**src/rtl/addsub_pkg.sv**
```systemverilog
// Shared constants for the digit-serial adder/subtractor: FSM encoding,
// slice width and op encoding.
package addsub_pkg;

   localparam int DIGIT_W = 4;

   localparam logic [1:0] ST_IDLE = 2'd0;
   localparam logic [1:0] ST_CALC = 2'd1;
   localparam logic [1:0] ST_DONE = 2'd2;

   localparam logic OP_ADD = 1'b0;
   localparam logic OP_SUB = 1'b1;

   // Number of DIGIT_W-wide digits in a WIDTH-bit operand.
   function automatic int digit_count(input int width);
      return width / DIGIT_W;
   endfunction

   // Counter width able to index every digit; never narrower than one bit.
   function automatic int digit_cnt_w(input int width);
      return (digit_count(width) > 1) ? $clog2(digit_count(width)) : 1;
   endfunction

endpackage

```
**src/rtl/addsub_serial_cla4.sv**
```systemverilog
// Four-bit carry-lookahead slice: all internal carries are computed directly
// from generate/propagate terms instead of rippling.
module cla4 (
   input  logic [3:0] a,
   input  logic [3:0] b,
   input  logic       ci,
   output logic [3:0] s,
   output logic       co
);

   logic [3:0] g;
   logic [3:0] p;
   logic [4:0] c;

   always_comb begin
      g = a & b;
      p = a ^ b;
      c[0] = ci;
      c[1] = g[0] | (p[0] & ci);
      c[2] = g[1] | (p[1] & g[0]) | (p[1] & p[0] & ci);
      c[3] = g[2] | (p[2] & g[1]) | (p[2] & p[1] & g[0])
           | (p[2] & p[1] & p[0] & ci);
      c[4] = g[3] | (p[3] & g[2]) | (p[3] & p[2] & g[1])
           | (p[3] & p[2] & p[1] & g[0]) | (p[3] & p[2] & p[1] & p[0] & ci);
      s  = p ^ c[3:0];
      co = c[4];
   end

endmodule

```
**src/rtl/addsub_serial.sv**
```systemverilog
// Digit-serial WIDTH-bit add/subtract using one cla4 slice, LSB nibble first.
// Define ADDSUB_OVF_EN to add the registered signed-overflow output ovf.
module addsub_serial
   import addsub_pkg::*;
#(
   parameter int WIDTH = 32
) (
   input  logic             clk,
   input  logic             reset,
   input  logic             in_valid,
   output logic             in_ready,
   input  logic             op,
   input  logic [WIDTH-1:0] a,
   input  logic [WIDTH-1:0] b,
   output logic             out_valid,
   input  logic             out_ready,
   output logic [WIDTH-1:0] s,
`ifdef ADDSUB_OVF_EN
   output logic             ovf,
`endif
   output logic             co
);

   localparam int NIB   = digit_count(WIDTH);
   localparam int CNT_W = digit_cnt_w(WIDTH);
   localparam logic [CNT_W-1:0] CNT_LAST = CNT_W'(NIB - 1);

   logic [1:0]       state_q, state_d;
   logic [WIDTH-1:0] a_q, a_d;
   logic [WIDTH-1:0] b_q, b_d;
   logic [WIDTH-1:0] s_q, s_d;
   logic [CNT_W-1:0] cnt_q, cnt_d;
   logic             carry_q, carry_d;
   logic             co_q, co_d;
`ifdef ADDSUB_OVF_EN
   logic             ovf_q, ovf_d;
`endif

   logic [DIGIT_W-1:0] slice_a;
   logic [DIGIT_W-1:0] slice_b;
   logic [DIGIT_W-1:0] slice_s;
   logic               slice_co;

   // Digit select: b_q already holds ~b for subtract, carry_q seeds the +1.
   assign slice_a = a_q[cnt_q*DIGIT_W +: DIGIT_W];
   assign slice_b = b_q[cnt_q*DIGIT_W +: DIGIT_W];

   cla4 u_cla4 (
      .a  (slice_a),
      .b  (slice_b),
      .ci (carry_q),
      .s  (slice_s),
      .co (slice_co)
   );

   always_comb begin
      state_d = state_q;
      a_d     = a_q;
      b_d     = b_q;
      s_d     = s_q;
      cnt_d   = cnt_q;
      carry_d = carry_q;
      co_d    = co_q;
`ifdef ADDSUB_OVF_EN
      ovf_d   = ovf_q;
`endif
      case (state_q)
         ST_IDLE: begin
            if (in_valid) begin
               a_d     = a;
               b_d     = (op == OP_SUB) ? ~b : b;
               carry_d = op;
               cnt_d   = '0;
               state_d = ST_CALC;
            end
         end
         ST_CALC: begin
            s_d[cnt_q*DIGIT_W +: DIGIT_W] = slice_s;
            carry_d = slice_co;
            cnt_d   = cnt_q + CNT_W'(1);
            if (cnt_q == CNT_LAST) begin
               cnt_d   = '0;
               co_d    = slice_co;
`ifdef ADDSUB_OVF_EN
               // The last digit carries the result MSB.
               ovf_d   = (a_q[WIDTH-1] == b_q[WIDTH-1])
                       & (slice_s[DIGIT_W-1] != a_q[WIDTH-1]);
`endif
               state_d = ST_DONE;
            end
         end
         ST_DONE: begin
            if (out_ready) begin
               state_d = ST_IDLE;
            end
         end
         default: begin
            state_d = ST_IDLE;
         end
      endcase
   end

   always_ff @(posedge clk) begin
      if (reset) begin
         state_q <= ST_IDLE;
         a_q     <= '0;
         b_q     <= '0;
         s_q     <= '0;
         cnt_q   <= '0;
         carry_q <= 1'b0;
         co_q    <= 1'b0;
`ifdef ADDSUB_OVF_EN
         ovf_q   <= 1'b0;
`endif
      end else begin
         state_q <= state_d;
         a_q     <= a_d;
         b_q     <= b_d;
         s_q     <= s_d;
         cnt_q   <= cnt_d;
         carry_q <= carry_d;
         co_q    <= co_d;
`ifdef ADDSUB_OVF_EN
         ovf_q   <= ovf_d;
`endif
      end
   end

   assign in_ready  = (state_q == ST_IDLE);
   assign out_valid = (state_q == ST_DONE);
   assign s         = s_q;
   assign co        = co_q;
`ifdef ADDSUB_OVF_EN
   assign ovf       = ovf_q;
`endif

endmodule

```
**config.mk**
```make
export PLATFORM = sky130hd
export DESIGN_NAME = addsub_serial
export DESIGN_NICKNAME = d
export VERILOG_FILES = /design/src/rtl/addsub_pkg.sv /design/src/rtl/addsub_serial_cla4.sv /design/src/rtl/addsub_serial.sv
export SDC_FILE = /design/constraint.sdc
export NUM_CORES = 1
export LEC_CHECK = 0
export ABC_AREA = 1
export CAP_MARGIN = 20
export CELL_PAD_IN_SITES_DETAIL_PLACEMENT = 1
export CELL_PAD_IN_SITES_GLOBAL_PLACEMENT = 2
export CORE_AREA = 3 3 181 112
export DETAILED_ROUTE_END_ITERATION = 8
export DIE_AREA = 0 0 184 115
export PLACE_DENSITY = 0.8
export SLEW_MARGIN = 20
export SYNTH_ARGS = -nofsm -noshare
export SYNTH_HDL_FRONTEND = slang
export SYNTH_HIERARCHICAL = 1
export SYNTH_SLANG_ARGS = --single-unit
```
**constraint.sdc**
```tcl
create_clock -name clk -period 3.1 [get_ports clk]
set_clock_uncertainty 0.05 [all_clocks]
set_input_delay 0.31 -clock clk [delete_from_list [all_inputs] [get_ports clk]]
set_output_delay 0.31 -clock clk [all_outputs]
set_load 0.02 [all_outputs]
```
==> run summary, run 1 <==
YOSYS
-------------------------------------------------------------------------------
Cells after Synth                                                           760
Net Count, Synth                                                            841
Most frequently used flop master after synthesis                   sky130_fd_sc_hd__dfxtp_1
Number of distinct library cells after synthesis                             32
Sequential share of the synthesized area                                  0.396
EDFF count, synth                                                             0
Share of flip-flops with an asynchronous set or reset                         0
Number of synthesis warnings                                                  6
Cell area after synthesis                                              5210 µm²
Flops & latches, synth                                                      103
Synth Area per Inst                                                    6.86 µm²

CTS
-------------------------------------------------------------------------------
# hold bufs at CTS                                                            0
Count of clock tree sinks                                                   103
Count of instances resized after the clock tree is built                      0
Number of H-tree levels                                                       3
CTS clock-pin slew for the worst setup and hold paths                     70 ps
Insertion delay to the later sink of the worst-skew pair                 350 ps
Number of buffers created by CTS                                              9
Maximum root-to-sink buffer count                                             2
Clock root buffer                                                  sky130_fd_sc_hd__clkbuf_16
Clock tree from TritonCTS                                                 built
Post-CTS Setup Repair Bufs                                                    0

FLOORPLANNING
-------------------------------------------------------------------------------
Die Width                                                                184 µm
Initial core utilization                                                  0.277
Die Outline Area                                                      21200 µm²
I/O pin cnt                                                                 104
Number of cell rows                                                          39
Core area                                                             18800 µm²
Height of the die                                                        115 µm

POWER
-------------------------------------------------------------------------------
Switching part of the total                                               0.306
Total Power                                                             3.22 mW
Worst VDD drop                                                         0.275 mV
Logic gate share of total power                                           0.217
Leakage power total                                                     2.85 nW
Total internal power                                                    2.24 mW
Switching power                                                          984 µW
Proportion of power drawn by flip-flops and latches                       0.449
Pwr/cell area                                                        481 nW/µm²
Fraction of power consumed by the clock network                           0.334

DRT
-------------------------------------------------------------------------------
Drt pass-1 iters                                                              4
Wirelength, routed                                                     16000 µm
DRC violation count after routing                                             0
Violation count after the first detailed-route iteration                    250
Antenna-violating nets left                                                   0
Post-DR wirelength/cell                                                 14.6 µm
Routed via count divided by cell count                                     4.49
Total number of vias                                                       4905

STA
-------------------------------------------------------------------------------
Achievable frequency                                                    363 MHz
Setup repair after global routing missed its margin                          no
Number of setup violations in the final report                                0
Max-slew violation count                                                      0
Post-Route Hold Slack                                                    405 ps
Number of endpoints with negative hold slack in the final report              0
Worst-margin pin slew                                                    895 ps
Fin crit share                                                            0.889
Max-slew headroom at the worst pin                                        0.403
Slack of the critical path                                               344 ps
TNS Setup                                                                  0 ps
Time the worst path needs with I/O delays and setup                     2760 ps

FINISH
-------------------------------------------------------------------------------
Multi-input gate area                                                  2680 µm²
Most common cell after layout, fill and taps aside                 sky130_fd_sc_hd__nor2_1
Filler cell count                                                          2359
Final-stage net count                                                       923
Commonest non-fill, non-tap cells in the layout                    158 x sky130_fd_sc_hd__nor2_1, 147 x sky130_fd_sc_hd__nand2_1, 102 x sky130_fd_sc_hd__dfxtp_1, 102 x sky130_fd_sc_hd__clkdlybuf4s50_1, 81 x sky130_fd_sc_hd__o21ai_0
Storage element area                                                   2060 µm²
Antenna diode instance count                                                  0
Filler-free cell count of the finished design                              1092
Share of cells above drive strength 1                                    0.0567
Layout overhead on the synthesized area                                   28.4%

PLACEMENT
-------------------------------------------------------------------------------
Port buffer count                                                           103
Number of instances in the placed design                                   1077
Post-placement setup slack                                               341 ps
Final GP Congestion                                                       0.827
Detailed placer's ending HPWL                                          11900 µm

OUTCOME
-------------------------------------------------------------------------------
Run status                                                         complete, no violations

GRT
-------------------------------------------------------------------------------
Initial antenna violation count                                               0
Number of global-route vias before repair                                  4825
Final global-route overflow total                                             0
GRT Total Usage                                                           0.153
Pin count of the biggest net entering global routing                         62
First-pass GRT wire length                                             25800 µm

CRITICAL PATH
-------------------------------------------------------------------------------
Required time reported for the critical path endpoint                   3330 ps
Slowest library cell on the worst path                             sky130_fd_sc_hd__dfxtp_2
Max FO, Critical Path                                                        18
CP arrival                                                              2980 ps
Type of the setup path with the least slack                          reg -> reg
Crit start category                                                   flip-flop
Most numerous cell on the critical path                            sky130_fd_sc_hd__o21ai_0
Critical path capture point type                                      flip-flop
Largest stage delay, worst path                                          520 ps
Sequence of cells on the critical path                             buf_4 -> o21ai_0 -> o21ai_0 -> nand2_1 -> nand3_1 -> inv_1 -> fa_1 -> xnor2_1 -> nand3_1 -> nor2_1 -> o21ai_0 -> nor2_1

FLOW RUN
-------------------------------------------------------------------------------
Max-cap violations                                                            0

HOLD PATH
-------------------------------------------------------------------------------
Tightest Hold Check Type                                             reg -> reg

-- power groups by stage --
stage	Combinational, mW	Sequential (mW)	Clock, mW
CTS	0.702	1.45	1.11
detailed placement	0.698	1.48	0
floorplan	0.444	1.47	0
global route	0.792	1.46	1.17
global placement	0.693	1.48	0
finish	0.698	1.45	1.08
-- cell type report --
cell class / count / share of cell area
clock buffers: 10 / 0.0357
clock inverters: 5 / 0.00523
inverters: 65 / 0.0368
multi-input cells: 550 / 0.400
flip-flops and latches: 103 / 0.308
well taps: 246 / 0.0460
repair buffers: 113 / 0.168
-- worst paths after layout --
path	slack [ps]	cells after the start	endpoint	startpoint
min	410	2	b_q[30]	b_q[30]
max	340	12	s[5]	cnt_q[0]
max reg2reg	340	12	s[5]	cnt_q[0]
min reg2reg	410	2	b_q[30]	b_q[30]
-- stage by stage --
stage | area, µm² | util
finish | 6700 | 0.355
floorplan | 5210 | -
global placement | 6420 | 0.341
global route | 6700 | 0.355
detailed placement | 6420 | 0.341
CTS | 6700 | 0.355
-- registers in the layout (all words and copies together) (netlist names) --
name and count:
a_q 32, b_q 32, carry_q 1, cnt_q 3, co 1, s 32, state_q 2
-- critical path, delay by kind of cell (launching register included) --
family / cells / cell delay [ps]
adder cells (fa/ha/maj): 1 / 400
buffers and inverters: 2 / 370
XOR/XNOR: 1 / 300
AND/OR/NAND/NOR: 5 / 660
flip-flops: 1 / 520
AO/OA/AOI/OAI: 3 / 380
-- cells in the mapped netlist, types with 4 or more instances --
cell type                  instances  area (µm²)
sky130_fd_sc_hd__xor2_1           32         280
sky130_fd_sc_hd__a21oi_1          54         270
sky130_fd_sc_hd__nor2_2            6        37.5
sky130_fd_sc_hd__nor2_1          158         593
sky130_fd_sc_hd__nand2_1         147         552
sky130_fd_sc_hd__inv_1            61         229
sky130_fd_sc_hd__o21ai_0          81         405
sky130_fd_sc_hd__clkbuf_1         13        48.8
sky130_fd_sc_hd__dfxtp_1         103        2060
sky130_fd_sc_hd__o211ai_1          6        45.0
sky130_fd_sc_hd__buf_2            19        95.1
sky130_fd_sc_hd__buf_4             6        45.0
sky130_fd_sc_hd__nand4_1           4        25.0
sky130_fd_sc_hd__ha_1             11         138
sky130_fd_sc_hd__nand3_1          29         145
-- layer usage --
metal	vias up	track usage	wire, µm
li1	2566	-	-
met1	2260	0.242	9190
met2	70	0.217	6130
met3	9	0.0272	546
met4	0	0.0287	108
met5	-	0	0
-- kinds of logic (layout without fill, tap and decap cells) --
family | count (synthesis) | count (layout) | share of synthesized area
xor gates and xnor gates | 33 | 33 | 0.0554
and+or+nand+nor | 359 | 359 | 0.284
AOI/OAI and AO/OA | 146 | 146 | 0.144
adders and majority gates | 12 | 12 | 0.0302
buffers and inverters | 107 | 193 | 0.0907
DFF | 103 | 103 | 0.396
No activity file was read; power rests on OpenSTA's default activity.
==> inputs of run 2 (changes only) <==
--- a/config.mk
+++ b/config.mk
@@ -12,6 +12,7 @@
 export CORE_AREA = 3 3 181 112
 export DETAILED_ROUTE_END_ITERATION = 8
 export DIE_AREA = 0 0 184 115
+export GPL_ROUTABILITY_DRIVEN = 0
 export PLACE_DENSITY = 0.8
 export SLEW_MARGIN = 20
 export SYNTH_ARGS = -nofsm -noshare
==> results of run 2 <==
Final layout, timing and power as in run 1 (identical DEF).
